[src/rtl/mant_mul_seq.sv]
// Sequential radix-2 shift-and-add multiplier for unsigned significands.
// One multiply in flight; valid/ready on both sides; fixed WIDTH-edge latency.
module mant_mul_seq #(
  parameter int WIDTH = 24
) (
  input  logic                 i_clk,
  input  logic                 i_rst,
  input  logic                 i_valid,
  output logic                 o_ready,
  input  logic [WIDTH-1:0]     i_mant_a,
  input  logic [WIDTH-1:0]     i_mant_b,
  output logic                 o_valid,
  input  logic                 i_ready,
  output logic [2*WIDTH-1:0]   o_product
);

  localparam int CW = $clog2(WIDTH + 1);

  typedef enum logic [1:0] {
    ST_IDLE = 2'd0,
    ST_CALC = 2'd1,
    ST_DONE = 2'd2
  } state_t;

  state_t               state_q, state_d;
  logic [WIDTH-1:0]     a_q, a_d;
  logic [WIDTH-1:0]     b_q, b_d;
  // {hi, lo}; the carry bit above hi is always zero after the shift, so it is not stored
  logic [2*WIDTH-1:0]   acc_q, acc_d;
  logic [CW-1:0]        cnt_q, cnt_d;
  logic                 ready_q, ready_d;
  logic                 valid_q, valid_d;

  logic [WIDTH-1:0]     addend_s;
  logic [WIDTH:0]       carry_s;
  logic [WIDTH:0]       sum_s;

  assign addend_s   = b_q[0] ? a_q : {WIDTH{1'b0}};
  assign carry_s[0] = 1'b0;

  // WIDTH+1-bit ripple adder: hi + addend, carry-out kept as sum_s[WIDTH]
  for (genvar i = 0; i < WIDTH; i++) begin : g_fa
    assign sum_s[i]       = acc_q[WIDTH+i] ^ addend_s[i] ^ carry_s[i];
    assign carry_s[i+1]   = (acc_q[WIDTH+i] & addend_s[i]) |
                            (carry_s[i] & (acc_q[WIDTH+i] ^ addend_s[i]));
  end
  assign sum_s[WIDTH] = carry_s[WIDTH];

  // Next-state, datapath and output-flag computation
  always_comb begin
    state_d = state_q;
    a_d     = a_q;
    b_d     = b_q;
    acc_d   = acc_q;
    cnt_d   = cnt_q;
    case (state_q)
      ST_IDLE: begin
        if (i_valid) begin
          a_d     = i_mant_a;
          b_d     = i_mant_b;
          acc_d   = {(2*WIDTH){1'b0}};
          cnt_d   = {CW{1'b0}};
          state_d = ST_CALC;
        end else begin
          state_d = ST_IDLE;
        end
      end
      ST_CALC: begin
        acc_d = {sum_s, acc_q[WIDTH-1:1]};
        b_d   = {1'b0, b_q[WIDTH-1:1]};
        cnt_d = cnt_q + CW'(1);
        if (cnt_q == CW'(WIDTH - 1)) begin
          state_d = ST_DONE;
        end else begin
          state_d = ST_CALC;
        end
      end
      ST_DONE: begin
        if (i_ready) begin
          state_d = ST_IDLE;
        end else begin
          state_d = ST_DONE;
        end
      end
      default: begin
        state_d = ST_IDLE;
      end
    endcase
    ready_d = (state_d == ST_IDLE);
    valid_d = (state_d == ST_DONE);
  end

  // State and datapath registers with synchronous reset
  always_ff @(posedge i_clk) begin
    if (i_rst) begin
      state_q <= ST_IDLE;
      a_q     <= {WIDTH{1'b0}};
      b_q     <= {WIDTH{1'b0}};
      acc_q   <= {(2*WIDTH){1'b0}};
      cnt_q   <= {CW{1'b0}};
      ready_q <= 1'b1;
      valid_q <= 1'b0;
    end else begin
      state_q <= state_d;
      a_q     <= a_d;
      b_q     <= b_d;
      acc_q   <= acc_d;
      cnt_q   <= cnt_d;
      ready_q <= ready_d;
      valid_q <= valid_d;
    end
  end

  assign o_ready   = ready_q;
  assign o_valid   = valid_q;
  assign o_product = acc_q;

endmodule
[config.mk]
export PLATFORM = sky130hd
export DESIGN_NAME = mant_mul_seq
export DESIGN_NICKNAME = d
export VERILOG_FILES = /design/src/rtl/mant_mul_seq.sv
export SDC_FILE = /design/constraint.sdc
export NUM_CORES = 1
export LEC_CHECK = 0
export ABC_AREA = 1
export CORE_AREA = 2 2 112 114
export CTS_CLUSTER_SIZE = 30
export DETAILED_ROUTE_END_ITERATION = 8
export DIE_AREA = 0 0 114 116
export PLACE_DENSITY = 0.74
export SYNTH_ARGS = -nofsm -noshare
export SYNTH_HDL_FRONTEND = slang
export SYNTH_SLANG_ARGS = --single-unit
[constraint.sdc]
create_clock -name i_clk -period 9.7 [get_ports i_clk]
set_input_delay 2.425 -clock i_clk [delete_from_list [all_inputs] [get_ports i_clk]]
set_output_delay 2.425 -clock i_clk [all_outputs]
set_load 0.01 [all_outputs]
After elaboration in Yosys (flattened, before gate mapping)
Cells that the tools add are included.
- add/subtract/negate cells: 1
- equal/unequal tests: 5
- mux-type cells: 11
- bitwise operators: 117
- reduce and logical (&&, ||, !) cells: 5
- operators with widths (kind ; number):
    $pmux W48 S2 ; 1
    $mux W24 ; 2
    $mux W48 ; 1
    $pmux W24 S2 ; 1
    $and A1 B1 Y1 ; 47
    $xor A1 B1 Y1 ; 47
    $or A1 B1 Y1 ; 23
    $pmux W5 S2 ; 1
    $pmux W2 S3 ; 1
    $add A5 B1 Y5 const B ; 1
    $eq A5 B5 Y1 const B ; 1
    $mux W5 ; 1
    $eq A2 B2 Y1 const B ; 2
    $logic_not A2 Y1 ; 2
    $mux W2 ; 2
    $reduce_and A2 Y1 ; 2
    $eq A2 B1 Y1 const B ; 1
    $ne A2 B2 Y1 const B ; 1
    $reduce_bool A2 Y1 ; 1
    $mux W1 ; 1
- flip-flop bits (word level): 105
- input bits: 52
- word-level logic and storage cells: 146

Longest topological paths before layout
- depth after elaboration: 49
- depth in mapped cells: 31

Least setup slack after synthesis
No wires, ideal clock.
- path type: reg2reg
- start point: register b_q[0]
- end point: register acc_q[46] (netlist: o_product[46])
- setup time: 132 ps
- data arrival time: 9597 ps
- required time: 9568 ps
- path slack: -30 ps
- stages on the path, launching flop included: 30
- period minus slack after synthesis: 9730 ps
- path through: dfxtp_1 clkbuf_1 clkbuf_1 nand2_1 fa_1 fa_1 fa_1 fa_1 fa_1 fa_1 fa_1 fa_1 fa_1 fa_1 fa_1 fa_1 fa_1 fa_1 fa_1 fa_1 fa_1 fa_1 fa_1 fa_1 fa_1 inv_1 fa_1 fa_1 nand2_1 a21oi_1
- cells in the longest elaborated chain, start to end: 48
- elaborated cells between the ends (all ways): 93
- ends and longest elaborated chain (what ; line ; text):
    start: declaration ; 27 ; logic [WIDTH-1:0] b_q, b_d;
    start signal: assignment ; 98 ; b_q <= {WIDTH{1'b0}};
    $mux W24 (*) ; 38 ; assign addend_s = b_q[0] ? a_q : {WIDTH{1'b0}};
    $and A1 B1 Y1 / $xor A1 B1 Y1 (equally long branches) ; 44, 45 ;
    $and A1 B1 Y1 ; 45 ; (carry_s[i] & (acc_q[WIDTH+i] ^ addend_s[i]));
    $or A1 B1 Y1 ; 44 ; assign carry_s[i+1] = (acc_q[WIDTH+i] & addend_s[i]) |
    $and A1 B1 Y1 ; 45 ;
    $or A1 B1 Y1 ; 44 ;
    $and A1 B1 Y1 ; 45 ;
    $or A1 B1 Y1 ; 44 ;
    [... 32 more ...] ; - ;
    $and A1 B1 Y1 ; 45 ;
    $or A1 B1 Y1 ; 44 ;
    $and A1 B1 Y1 ; 45 ;
    $or A1 B1 Y1 ; 44 ;
    $and A1 B1 Y1 ; 45 ;
    $or A1 B1 Y1 ; 44 ;
    $xor A1 B1 Y1 (*) ; 43 ; assign sum_s[i] = acc_q[WIDTH+i] ^ addend_s[i] ^ carry_s[i];
    $pmux W48 S2 (*) ; 56 ; case (state_q)
    end signal: assignment ; 99 ; acc_q <= {(2*WIDTH){1'b0}};
    end: declaration ; 29 ; logic [2*WIDTH-1:0] acc_q, acc_d;
Mark *: on every way between the ends. The rest lies on a longest branch, timed or not.
A chain may end at the register's enable or synchronous reset.

Worst setup path after layout
Same ends and word-level chain as after synthesis.

==> flow_metrics.py <==
metrics = {
    "run_status": {
        "outcome": "complete, no violations",
    },
    "die": {
        "die_area_um2": 13220,
        "chipWidth_um": 114,
        "boundaryPins": 102,
        "fp-row-count": 40,
        "core-area_um2": 11910,
        "die_h_um": 116,
        "start_util": 0.3944,
    },
    "timing": {
        "period_share": 0.9676,
        "final-setup-viol-count": 0,
        "period_needed_ns": 9.385,
        "rsz0062_at_grt": "false",
        "drv_slew": 0,
        "relSlewSlack": 0.2797,
        "max_freq_mhz": 106.5,
        "tightest_slew_ns": 1.078,
        "finalClockSkew_ns": 0.006692,
        "hold_viol": 0,
    },
    "clock_tree": {
        "cts_tree": "done",
        "clock_latency_ns": 0.33,
        "cts_buffer_depth": 2,
        "cts_sinks": 105,
        "path_clk_slew_ns": 0.07,
        "clockRootBuffer": "clkbuf_16",
        "postCtsSetupBuffers": 0,
        "htreeDepth": 3,
        "cts_inserted_buffers": 9,
        "hold_buffers": 0,
    },
    "power_and_ir_drop": {
        "p_sw_uw": 217.9,
        "swShare": 0.2259,
        "internal_power_uw": 746.5,
        "p_per_area_nw_per_um2": 158.0,
        "p_comb_frac": 0.098,
        "p_seq_frac": 0.474,
        "ir_drop_mv": 0.06412,
        "leakage_nw": 2.280,
        "power_frac_clock": 0.428,
    },
    "worst_setup_path": {
        "r2r-start": "b_q[0]",
        "path_delay_family": "adder cells",
        "crit_required_ns": 9.90,
        "end_kind": "register",
        "crit_arrival_ns": 9.58,
        "worstSetupPathType": "reg -> reg",
        "reg2reg_to": "o_product[46]",
        "crit_top_cell": "fa_1",
        "critPathBufInv": 3,
        "cp_max_fo": 3,
        "start_kind": "register",
        "r2r_slack_ns": 0.31,
        "r2r_cells": 30,
        "slowest_stage": "fa_1",
        "worst_path_largest_cell_delay_ns": 0.41,
    },
    "logic_synthesis": {
        "yosys.area.top_type": "dfxtp_1",
        "synthDominantCellAreaShare": 0.4474,
        "syn_inst": 616,
        "synth.avg_cell_area_um2": 7.627,
        "netlist-cell-type-count": 22,
        "yosysWarnings": 0,
        "synth_seq_cells": 105,
        "synthesis.nets": 693,
        "synthTopCellsByArea": "dfxtp_1, nand2_1, fa_1",
        "ys_seq_area_frac": 0.4474,
        "synth_area_um2": 4698,
    },
    "global_route": {
        "grt_pass1_wl_um": 17520,
        "grt_pass1_vias": 3865,
        "grt_max_degree": 57,
        "grt_util_all_layers": 0.1640,
        "gr-total-overflow": 0,
        "grt_antenna_before_repair": 0,
    },
    "place": {
        "place_area_um2": 5705,
        "hpwl_um": 7001,
        "place_congestion": 0.7879,
        "numPortBuffers": 101,
    },
    "finish": {
        "nFillCells": 1147,
        "final_nets": 771,
        "finish.utilization": 0.5124,
        "drive_gt1_frac": 0.05293,
        "fin_area_um2": 6103,
        "antennaDiodeCount": 0,
        "seq_area_um2": 2102,
        "multi_input_area_um2": 2206,
        "area_growth_pct": 29.91,
    },
    "routing": {
        "first_pass_iters": 4,
        "drt-total-wl_um": 10540,
        "via_count": 3979,
        "wire_per_inst_um": 12.46,
        "drc": 0,
        "ant_nets": 0,
        "via_per_inst": 4.703,
        "drtIter0Drc": 240,
    },
    "hold_path": {
        "min_path_type": "reg -> reg",
        "holdPathStages": 2,
        "worstHoldStart": "b_q[23]",
        "hold_end": "b_q[23]",
    },
    "flow_run": {
        "max_cap_viol_count": 0,
    },
}
-- how the worst max path moves through the flow --
stage                start       endpoint  cells after the start
detailed placement  b_q[0]  o_product[46]                     30
finish              b_q[0]  o_product[46]                     30
global route        b_q[0]  o_product[46]                     30
CTS                 b_q[0]  o_product[46]                     30
floorplan           b_q[0]  o_product[46]                     29
global placement    b_q[0]  o_product[46]                     30
-- cells in the mapped netlist --
| master | instances |
|---|---|
| a21oi_1 | 34 |
| nor2_2 | 1 |
| o22ai_1 | 20 |
| buf_4 | 6 |
| clkbuf_1 | 16 |
| a21oi_2 | 1 |
| and2_1 | 20 |
| buf_2 | 12 |
| inv_1 | 53 |
| inv_2 | 3 |
| nand3_1 | 14 |
| nor2_1 | 107 |
| nand2_1 | 163 |
| dfxtp_1 | 105 |
| nand4_1 | 3 |
| buf_6 | 4 |
| nand2_4 | 1 |
| nor3_1 | 1 |
| ha_1 | 2 |
| or2_2 | 1 |
| o21ai_0 | 26 |
| fa_1 | 23 |
-- area by class of cell --
cell class | count | share of cell area
clock buffer | 11 | 0.03977
clock inverter | 5 | 0.01681
inverter | 56 | 0.03444
multi-input combinational | 417 | 0.3614
sequential | 105 | 0.3444
tap | 147 | 0.03014
timing repair buffer | 105 | 0.1730
-- timing repair --
| item | CTS | global route |
|---|---|---|
| gates cloned | 0 | 0 |
| setup endpoints to repair | 1 | 3 |
| resized for setup | 4 | 6 |
| endpoints found under the hold margin | 0 | 0 |
| pin swaps | 0 | 0 |
-- routing by layer --
layer  up-vias  track usage  wire [um]
met5         -            0          0
met4         0      0.06992        206
met3        15      0.03609        524
met2        89       0.2786       4981
met1      1818       0.2022       4830
li1       2057            -          -
-- power groups by stage --
| stage | Sequential, mW | Combinational [mW] | Clock, mW |
|---|---|---|---|
| global placement | 0.466 | 0.0926 | 0 |
| floorplan | 0.465 | 0.0620 | 0 |
| detailed placement | 0.467 | 0.0942 | 0 |
| CTS | 0.457 | 0.0950 | 0.424 |
| global route | 0.459 | 0.108 | 0.440 |
| finish | 0.457 | 0.0948 | 0.413 |
-- layout by cell type, fill, tap and decap left out, drive strengths merged --
cell type / instances
ha: 2
and2: 20
nand3: 14
or2: 1
fa: 23
nor2: 108
inv: 56
o22ai: 20
o21ai: 26
nand4: 3
dfxtp: 105
bufinv: 3
nor3: 1
clkdlybuf4s50: 100
buf: 5
clkbuf: 11
a21oi: 35
clkinv: 1
nand2: 164
clkinvlp: 1
-- registers in the layout (all words and copies together), names as in the netlist --
signal and flops:
a_q 24, b_q 24, cnt_q 5, o_product 48, o_ready 1, o_valid 1, state_q 2
-- worst register-to-register path, delay by kind of cell (launching register included) --
kind                       cells  cell delay (ns)
adders and majority gates     24             8.51
DFF                            1             0.34
and+or+nand+nor                2             0.14
buffers and inverters          3             0.17
AOI/OAI and AO/OA              1             0.08
-- cell families (layout without fill, tap and decap cells) --
family	after synthesis	count (layout)	share of synthesized area
compound gates	81	81	0.09241
fa+ha+maj	25	25	0.1033
buf+inv	94	177	0.08948
flops	105	105	0.4474
simple gates	311	311	0.2674
-- metrics by stage --
step / total power [mW] / cells / TNS (ns) / setup WS, ns / hold WS, ns
5_1_grt: 1.006 / 846 / 0 / 0.02508 / 0.4921
4_1_cts: 0.9756 / 845 / 0 / 0.01894 / 0.4760
6_report: 0.9643 / 846 / 0 / 0.3147 / 0.4752
3_3_place_gp: 0.5587 / 829 / 0 / 0.07943 / 0.4499
3_5_place_dp: 0.5607 / 829 / -0.1179 / -0.1179 / 0.4655
2_1_floorplan: 0.5268 / 616 / 0 / 0.06974 / 0.4401
No activity file was read; power rests on OpenSTA's default activity.
